[src/rtl/clocksm_sched.sv]
// Resync/hold scheduler that drives syncin and veto of the 2-phase clock state machine.
// Optional CLOCKSM_SCHED_STATS_EN adds a saturating veto_cnt of effective veto cycles.
module clocksm_sched #(
  parameter int N        = 4,
  parameter int LW       = 6,
  parameter int SYNC_LEN = 4
) (
  input  logic            clk,
  input  logic            reset,
  input  logic            sync_req,
  input  logic [N-1:0]    req,
  input  logic [N*LW-1:0] holdlen,
  input  logic            sm_sync,
  input  logic            sm_phase,
  output logic            syncin,
  output logic            veto,
  output logic [N-1:0]    gnt,
  output logic            busy,
  output logic            done
`ifdef CLOCKSM_SCHED_STATS_EN
  , output logic [15:0]   veto_cnt
`endif
);

  localparam int IW = (N > 1) ? $clog2(N) : 1;

  typedef enum logic [1:0] {S_IDLE, S_SYNC, S_GRANT, S_HOLD} state_t;

  state_t         state_q, state_d;
  logic [IW-1:0]  rr_q, rr_d;
  logic [IW-1:0]  idx_q, idx_d;
  logic           pend_q, pend_d;
  logic [3:0]     scnt_q, scnt_d;
  logic [LW-1:0]  hcnt_q, hcnt_d;
  logic           syncin_q, syncin_d;
  logic           veto_q, veto_d;
  logic [N-1:0]   gnt_q, gnt_d;
  logic           busy_q, busy_d;
  logic           done_q, done_d;

  logic           pick_found;
  logic [IW-1:0]  pick_idx;
  logic [IW-1:0]  next_idx;
  logic [LW-1:0]  cur_len;
  logic           q;

  // The state machine only honours veto while phase is high and sync is low.
  assign q        = sm_phase & ~sm_sync;
  assign cur_len  = holdlen[idx_q*LW +: LW];
  assign next_idx = (idx_q == IW'(N-1)) ? '0 : idx_q + IW'(1);

  // Round-robin pick: first asserted request at or after the pointer, wrapping.
  always_comb begin
    pick_found = 1'b0;
    pick_idx   = '0;
    for (int k = 0; k < N; k++) begin
      if (!pick_found && req[(int'(rr_q) + k) % N]) begin
        pick_found = 1'b1;
        pick_idx   = IW'((int'(rr_q) + k) % N);
      end
    end
  end

  always_comb begin
    // NOTE: every signal gets a default first so no path leaves it unassigned (no latches).
    state_d  = state_q;
    rr_d     = rr_q;
    idx_d    = idx_q;
    pend_d   = pend_q;
    scnt_d   = scnt_q;
    hcnt_d   = hcnt_q;
    syncin_d = 1'b0;
    veto_d   = 1'b0;
    gnt_d    = '0;
    done_d   = 1'b0;

    unique case (state_q)
      S_IDLE: begin
        if (pend_q) begin
          state_d  = S_SYNC;
          pend_d   = 1'b0;
          scnt_d   = 4'(SYNC_LEN);
          syncin_d = 1'b1;
        end else if (pick_found) begin
          state_d         = S_GRANT;
          idx_d           = pick_idx;
          gnt_d[pick_idx] = 1'b1;
        end
      end
      S_SYNC: begin
        if (scnt_q == 4'd1) begin
          state_d = S_IDLE;
          scnt_d  = '0;
        end else begin
          scnt_d   = scnt_q - 4'd1;
          syncin_d = 1'b1;
        end
      end
      S_GRANT: begin
        hcnt_d = cur_len;
        if (cur_len == '0) begin
          state_d = S_IDLE;
          done_d  = 1'b1;
          rr_d    = next_idx;
        end else begin
          state_d      = S_HOLD;
          veto_d       = 1'b1;
          gnt_d[idx_q] = 1'b1;
        end
      end
      S_HOLD: begin
        if (!req[idx_q]) begin
          state_d = S_IDLE;
          hcnt_d  = '0;
          rr_d    = next_idx;
        end else if (q && hcnt_q == LW'(1)) begin
          state_d = S_IDLE;
          hcnt_d  = '0;
          done_d  = 1'b1;
          rr_d    = next_idx;
        end else begin
          if (q) hcnt_d = hcnt_q - LW'(1);
          veto_d       = 1'b1;
          gnt_d[idx_q] = 1'b1;
        end
      end
      default: state_d = S_IDLE;
    endcase

    // Set after the IDLE clear so a request arriving on the service cycle is kept.
    if (sync_req) pend_d = 1'b1;
    busy_d = (state_d != S_IDLE) || pend_d;
  end

  // NOTE: sequential state uses non-blocking assignments so all flops update together.
  always_ff @(posedge clk or posedge reset) begin
    if (reset) begin
      state_q  <= S_IDLE;
      rr_q     <= '0;
      idx_q    <= '0;
      pend_q   <= 1'b0;
      scnt_q   <= '0;
      hcnt_q   <= '0;
      syncin_q <= 1'b0;
      veto_q   <= 1'b0;
      gnt_q    <= '0;
      busy_q   <= 1'b0;
      done_q   <= 1'b0;
    end else begin
      state_q  <= state_d;
      rr_q     <= rr_d;
      idx_q    <= idx_d;
      pend_q   <= pend_d;
      scnt_q   <= scnt_d;
      hcnt_q   <= hcnt_d;
      syncin_q <= syncin_d;
      veto_q   <= veto_d;
      gnt_q    <= gnt_d;
      busy_q   <= busy_d;
      done_q   <= done_d;
    end
  end

  assign syncin = syncin_q;
  assign veto   = veto_q;
  assign gnt    = gnt_q;
  assign busy   = busy_q;
  assign done   = done_q;

`ifdef CLOCKSM_SCHED_STATS_EN
  logic [15:0] veto_cnt_q, veto_cnt_d;

  always_comb begin
    veto_cnt_d = veto_cnt_q;
    if (veto_q && q && veto_cnt_q != 16'hFFFF) veto_cnt_d = veto_cnt_q + 16'd1;
  end

  always_ff @(posedge clk or posedge reset) begin
    if (reset) veto_cnt_q <= '0;
    else       veto_cnt_q <= veto_cnt_d;
  end

  assign veto_cnt = veto_cnt_q;
`endif

endmodule
[config.mk]
export PLATFORM = sky130hd
export DESIGN_NAME = clocksm_sched
export DESIGN_NICKNAME = d
export VERILOG_FILES = /design/src/rtl/clocksm_sched.sv
export SDC_FILE = /design/constraint.sdc
export NUM_CORES = 1
export LEC_CHECK = 0
export BUFFER_PORTS_ARGS = -buffer_cell sky130_fd_sc_hd__buf_2
export CELL_PAD_IN_SITES_DETAIL_PLACEMENT = 1
export CELL_PAD_IN_SITES_GLOBAL_PLACEMENT = 2
export CORE_AREA = 2 2 72 74
export CTS_BUF_LIST = sky130_fd_sc_hd__clkbuf_8
export DETAILED_ROUTE_END_ITERATION = 12
export DIE_AREA = 0 0 74 76
export PLACE_DENSITY_LB_ADDON = 0.1
export SLEW_MARGIN = 10
export SYNTH_ARGS = -nofsm -noshare
export SYNTH_HDL_FRONTEND = slang
export SYNTH_SLANG_ARGS = --single-unit
export TNS_END_PERCENT = 50
[constraint.sdc]
create_clock -name clk -period 3.6 [get_ports clk]
set_input_delay 1.08 -clock clk [delete_from_list [all_inputs] [get_ports clk]]
set_output_delay 1.08 -clock clk [all_outputs]
set_load 0.02 [all_outputs]
# ---- Yosys cells after proc, flatten, opt, wreduce, memory -nomap -nowiden
# Cells that the tools add are included.
# W data, S select, Z words.
dict set report op_classes {
  reduce_logical 22
  n_eq_ne 10
  n_addsub 6
  bitwise_logic 6
  n_mux 63
  n_shift 1
  mul 1
  n_lt_le_gt_ge 8
}
# op count
set ops {}
lappend ops {{$mux W2} 14}
lappend ops {{$mux W4} 7}
lappend ops {{$mux W1} 24}
lappend ops {{$shiftx A24 B6 Y6} 1}
lappend ops {{$mux W6} 3}
lappend ops {{$lt A3 B4 Y1 const B} 3}
lappend ops {{$pmux W4 S3} 1}
lappend ops {{$pmux W6 S2} 1}
lappend ops {{$bmux W1 S2} 5}
lappend ops {{$lt A2 B3 Y1 const B} 3}
lappend ops {{$pmux W2 S4} 1}
lappend ops {{$pmux W4 S2} 1}
lappend ops {{$eq A2 B2 Y1 const B} 3}
lappend ops {{$eq A6 B1 Y1 const B} 1}
lappend ops {{$logic_and A1 B1 Y1} 6}
lappend ops {{$logic_not A6 Y1} 1}
lappend ops {{$pmux W1 S2} 3}
lappend ops {{$reduce_and A3 Y1} 2}
lappend ops {{$reduce_bool A2 Y1} 3}
lappend ops {{$reduce_or A2 Y1} 3}
lappend ops {{$sub A6 B1 Y6 const B} 1}
lappend ops {{$add A2 B1 Y2 const B} 2}
lappend ops {{$add A2 B2 Y2 const B} 2}
lappend ops {{$demux W1 S2} 2}
lappend ops {{16 further kinds} 24}
dict set report totals {
  output_inout_bits 8
  register_bits 25
  wordCells 128
  input_bits 33
}

# ---- Depth between registers and ports, before layout
dict set report logic_depth {
  word_depth 21
  mapped_depth 8
  mapped_depth_nobuf 7
}

# ---- Worst setup path before layout
# No wires, ideal clock.
dict set report synth_timing {
  kind {in2reg}
  from {in holdlen[23]}
  to {reg busy_q (netlist: busy)}
  path_stages 5
  required_ns 3.461
  n_path_buf 0
  path_slack_ns 0.584
  setup_time_ns 0.139
  t_arrival_ns 2.877
  path_cell_list {mux4_2 -> or4_4 -> nor3_4 -> o21ai_2 -> or4_1}
}
dict set report synth_via {
  elab_chain_cells 6
}
# item line_no
set synth_rtl {}
lappend synth_rtl {{start, declared} 12} ;# input logic [N*LW-1:0] holdlen,
lappend synth_rtl {{$shiftx A24 B6 Y6} 49} ;# assign cur_len = holdlen[idx_q*LW +: LW];
lappend synth_rtl {{$logic_not A6 Y1} 101} ;# if (cur_len == '0) begin
lappend synth_rtl {{$mux W2} 101}
lappend synth_rtl {{$pmux W2 S4} 77} ;# unique case (state_q)
lappend synth_rtl {{$reduce_bool A2 Y1} 132} ;# busy_d = (state_d != S_IDLE) || pend_d;
lappend synth_rtl {{$logic_or A1 B1 Y1} 132}
lappend synth_rtl {{via busy_d} 38} ;# logic busy_q, busy_d;
lappend synth_rtl {{end signal, assigned} 159} ;# busy_q <= busy_d;
lappend synth_rtl {{end, declared} 38}
# The timed path passes the listed nets, and every way through them passes these cells.
# A chain may end at the register's enable or synchronous reset.

# ---- Final worst setup path
# Ends and elaborated chain as after synthesis.

==> out/qor.yml <==
status: "finished, final reports clean"
num_antenna_cells: 0
power_leakage_nw: 0.899
route.antenna.remaining_nets: 0
num_vias: 1322
dpl.cell_count: 258
routed_wl_um: 3980
drtIter0Drc: 67
r2r_end: "busy"
skew_ps: 6.64
async_flop_share_pct: 100
nets: 234
htree_levels: 1
seq_area_um2: 626
ys_seq_area_share_pct: 39.7
cp_data_required_time_ps: 3750
portBuffers: 40
gp_congestion: 0.767
cts_num_sinks: 25
cts_resized: 0
worstPathArrival_ps: 3070
critPathLaunch: "holdlen[23]"
wl_per_cell_um: 15.2
cts_tree: "built"
antenna_found_initial: 0
start_util_pct: 32.1
cts_hold_buf: 0
rows: 26
ys_top_cells_by_area: "dfrtp_1 40%, mux4_1 6.7%, ha_1 6.4%"
finalCriticalPeriod_ps: 2920
crit_end: "busy"
core_um2: 4910
syn_inst: 152
cts_made_buffers: 3
dieHeight_um: 76
fin_setup_tns_ps: 0
grt.overflow.total: 0
fin_crit_sh_pct: 81.1
final_cells: 262
min_path_type: "register to register"
grt_max_degree: 26
via_per_inst: 5.05
syn_to_final_growth_pct: 20.2
path_clk_slew_ps: 90
r2r_slack_ps: 770
ys.flop_type: "dfrtp_1"
cp_max_fo: 8
grt_setup_unrepaired: "false"
drive_gt1_share_pct: 28.6
setup_viol: 0
synth_nets: 193
synth_top_cell_by_area: "dfrtp_1"
fill_cells: 579
syn_area_um2: 1580
r2r_start: "idx_q[0]"
ioPinCount: 41
drc: 0
die_x_um: 74
cp-start-kind: "input port"
clk_latency_ps: 270
path_depth: 6
synth_edf_count: 0
grt_usage_pct: 15.1
crit_slowest_cell: "or4_4"
syn_avg_cell_area_um2: 10.4
worstSetupEndpointType: "register"
ys_seq_elements: 25
pwr_density_cell_nw_per_um2: 682
maxSlewHeadroom_pct: 34.2
max_freq_mhz: 342
min_path_cells: 1
ys.warnings.count: 0
rr_worst_depth: 5
power_mw: 1.29
multi_input_area_um2: 852
grt_pass1_vias: 1430
max_cap_viol_count: 0
vdd_drop_max_mv: 0.193
worst-path-buf-inv: 1
critical_path_class: "input port to register"
yosysUniqueCellTypes: 37
cpPeakStageDelay_ps: 570
die-area_um2: 5620
dr.pass1.iters: 4
hold_violations: 0
synthMostInstantiatedCell: "dfrtp_1"
postCtsSetupBuffers: 0
dp_hpwl_um: 3140
root_buffer: "clkbuf_8"
synth_common_cells: "25 x dfrtp_1, 18 x inv_1, 11 x nand2_1, 11 x o21ai_0, 8 x ha_1"
clock_path_buffers: 2
cp_top_family: "simple AND/OR/NAND/NOR gates"
maxSlewViolCount: 0
tightest_slew_ps: 987
synth_top_area_share_pct: 39.7
grt_pass1_wl_um: 6680
worstPathCellList: "buf_2, mux4_2, or4_4, nor3_4, o21ai_2, or4_1"
## logic make-up after synthesis
| family | Yosys count | share of synthesized area (%) |
|---|---|---|
| fa+ha+maj | 8 | 6.35 |
| compound gates | 45 | 20.6 |
| flops | 25 | 39.7 |
| mux | 9 | 12.4 |
| buf+inv | 24 | 6.20 |
| simple gates | 41 | 14.8 |
## sequential cells by signal (all words and copies together), names as in the netlist
signal,cells
busy,1
done,1
gnt,4
hcnt_q,6
idx_q,2
pend_q,1
rr_q,2
scnt_q,4
state_q,2
syncin,1
veto,1
## stage by stage
stage | instance area, µm² | setup slack [ps] | hold slack, ps | util [%]
after global routing | 1890 | 612 | 552 | 38.5
after global placement | 1850 | 403 | 498 | 37.6
after CTS | 1890 | 668 | 525 | 38.5
after detailed placement | 1850 | 368 | 503 | 37.6
after floorplan | 1580 | 584 | 465 | -
final | 1890 | 679 | 521 | 38.5
## power breakdown
group | switching (mW) | total (mW) | internal [mW] | leakage, nW
combinational | 0.309 | 0.591 | 0.282 | 0.561
sequential | 0.146 | 0.530 | 0.384 | 0.311
clock | 0.0929 | 0.169 | 0.0765 | 0.0269
total | 0.548 | 1.29 | 0.743 | 0.899
## metal layers
layer  routed length, µm  global-route usage [%]
met1                1740                    20.2
met3                  93                    2.38
met4                  46                    4.36
met5                   0                       0
met2                2100                    25.0
## cells in the final DEF (no fill, tap or decap), drive strengths merged, types with 5 or more instances in the layout
master  netlist  routed
a22o          5       5
buf           1      42
nand2        11      11
ha            8       8
nor3          5       5
inv          18      19
dfrtp        25      25
mux4          7       7
nor2          6       6
nand2b        6       6
o21ai        12      12
## worst min-delay path by stage
| stage | from | to | slack, ps |
|---|---|---|---|
| floorplan | hcnt_q[5] | hcnt_q[5] | 460 |
| global placement | rr_q[0] | rr_q[0] | 500 |
| detailed placement | rr_q[0] | rr_q[0] | 500 |
| CTS | rr_q[0] | rr_q[0] | 520 |
| global route | rr_q[0] | rr_q[0] | 550 |
| finish | rr_q[0] | rr_q[0] | 520 |
## final cells by class
| class | count | share of cell area (%) |
|---|---|---|
| tap | 70 | 4.63 |
| clock inverter | 1 | 0.198 |
| timing repair buffer | 42 | 11.4 |
| multi-input combinational | 103 | 45.0 |
| inverter | 18 | 3.57 |
| sequential | 25 | 33.0 |
| clock buffer | 3 | 2.18 |
Power figures use the tool's default switching activity.
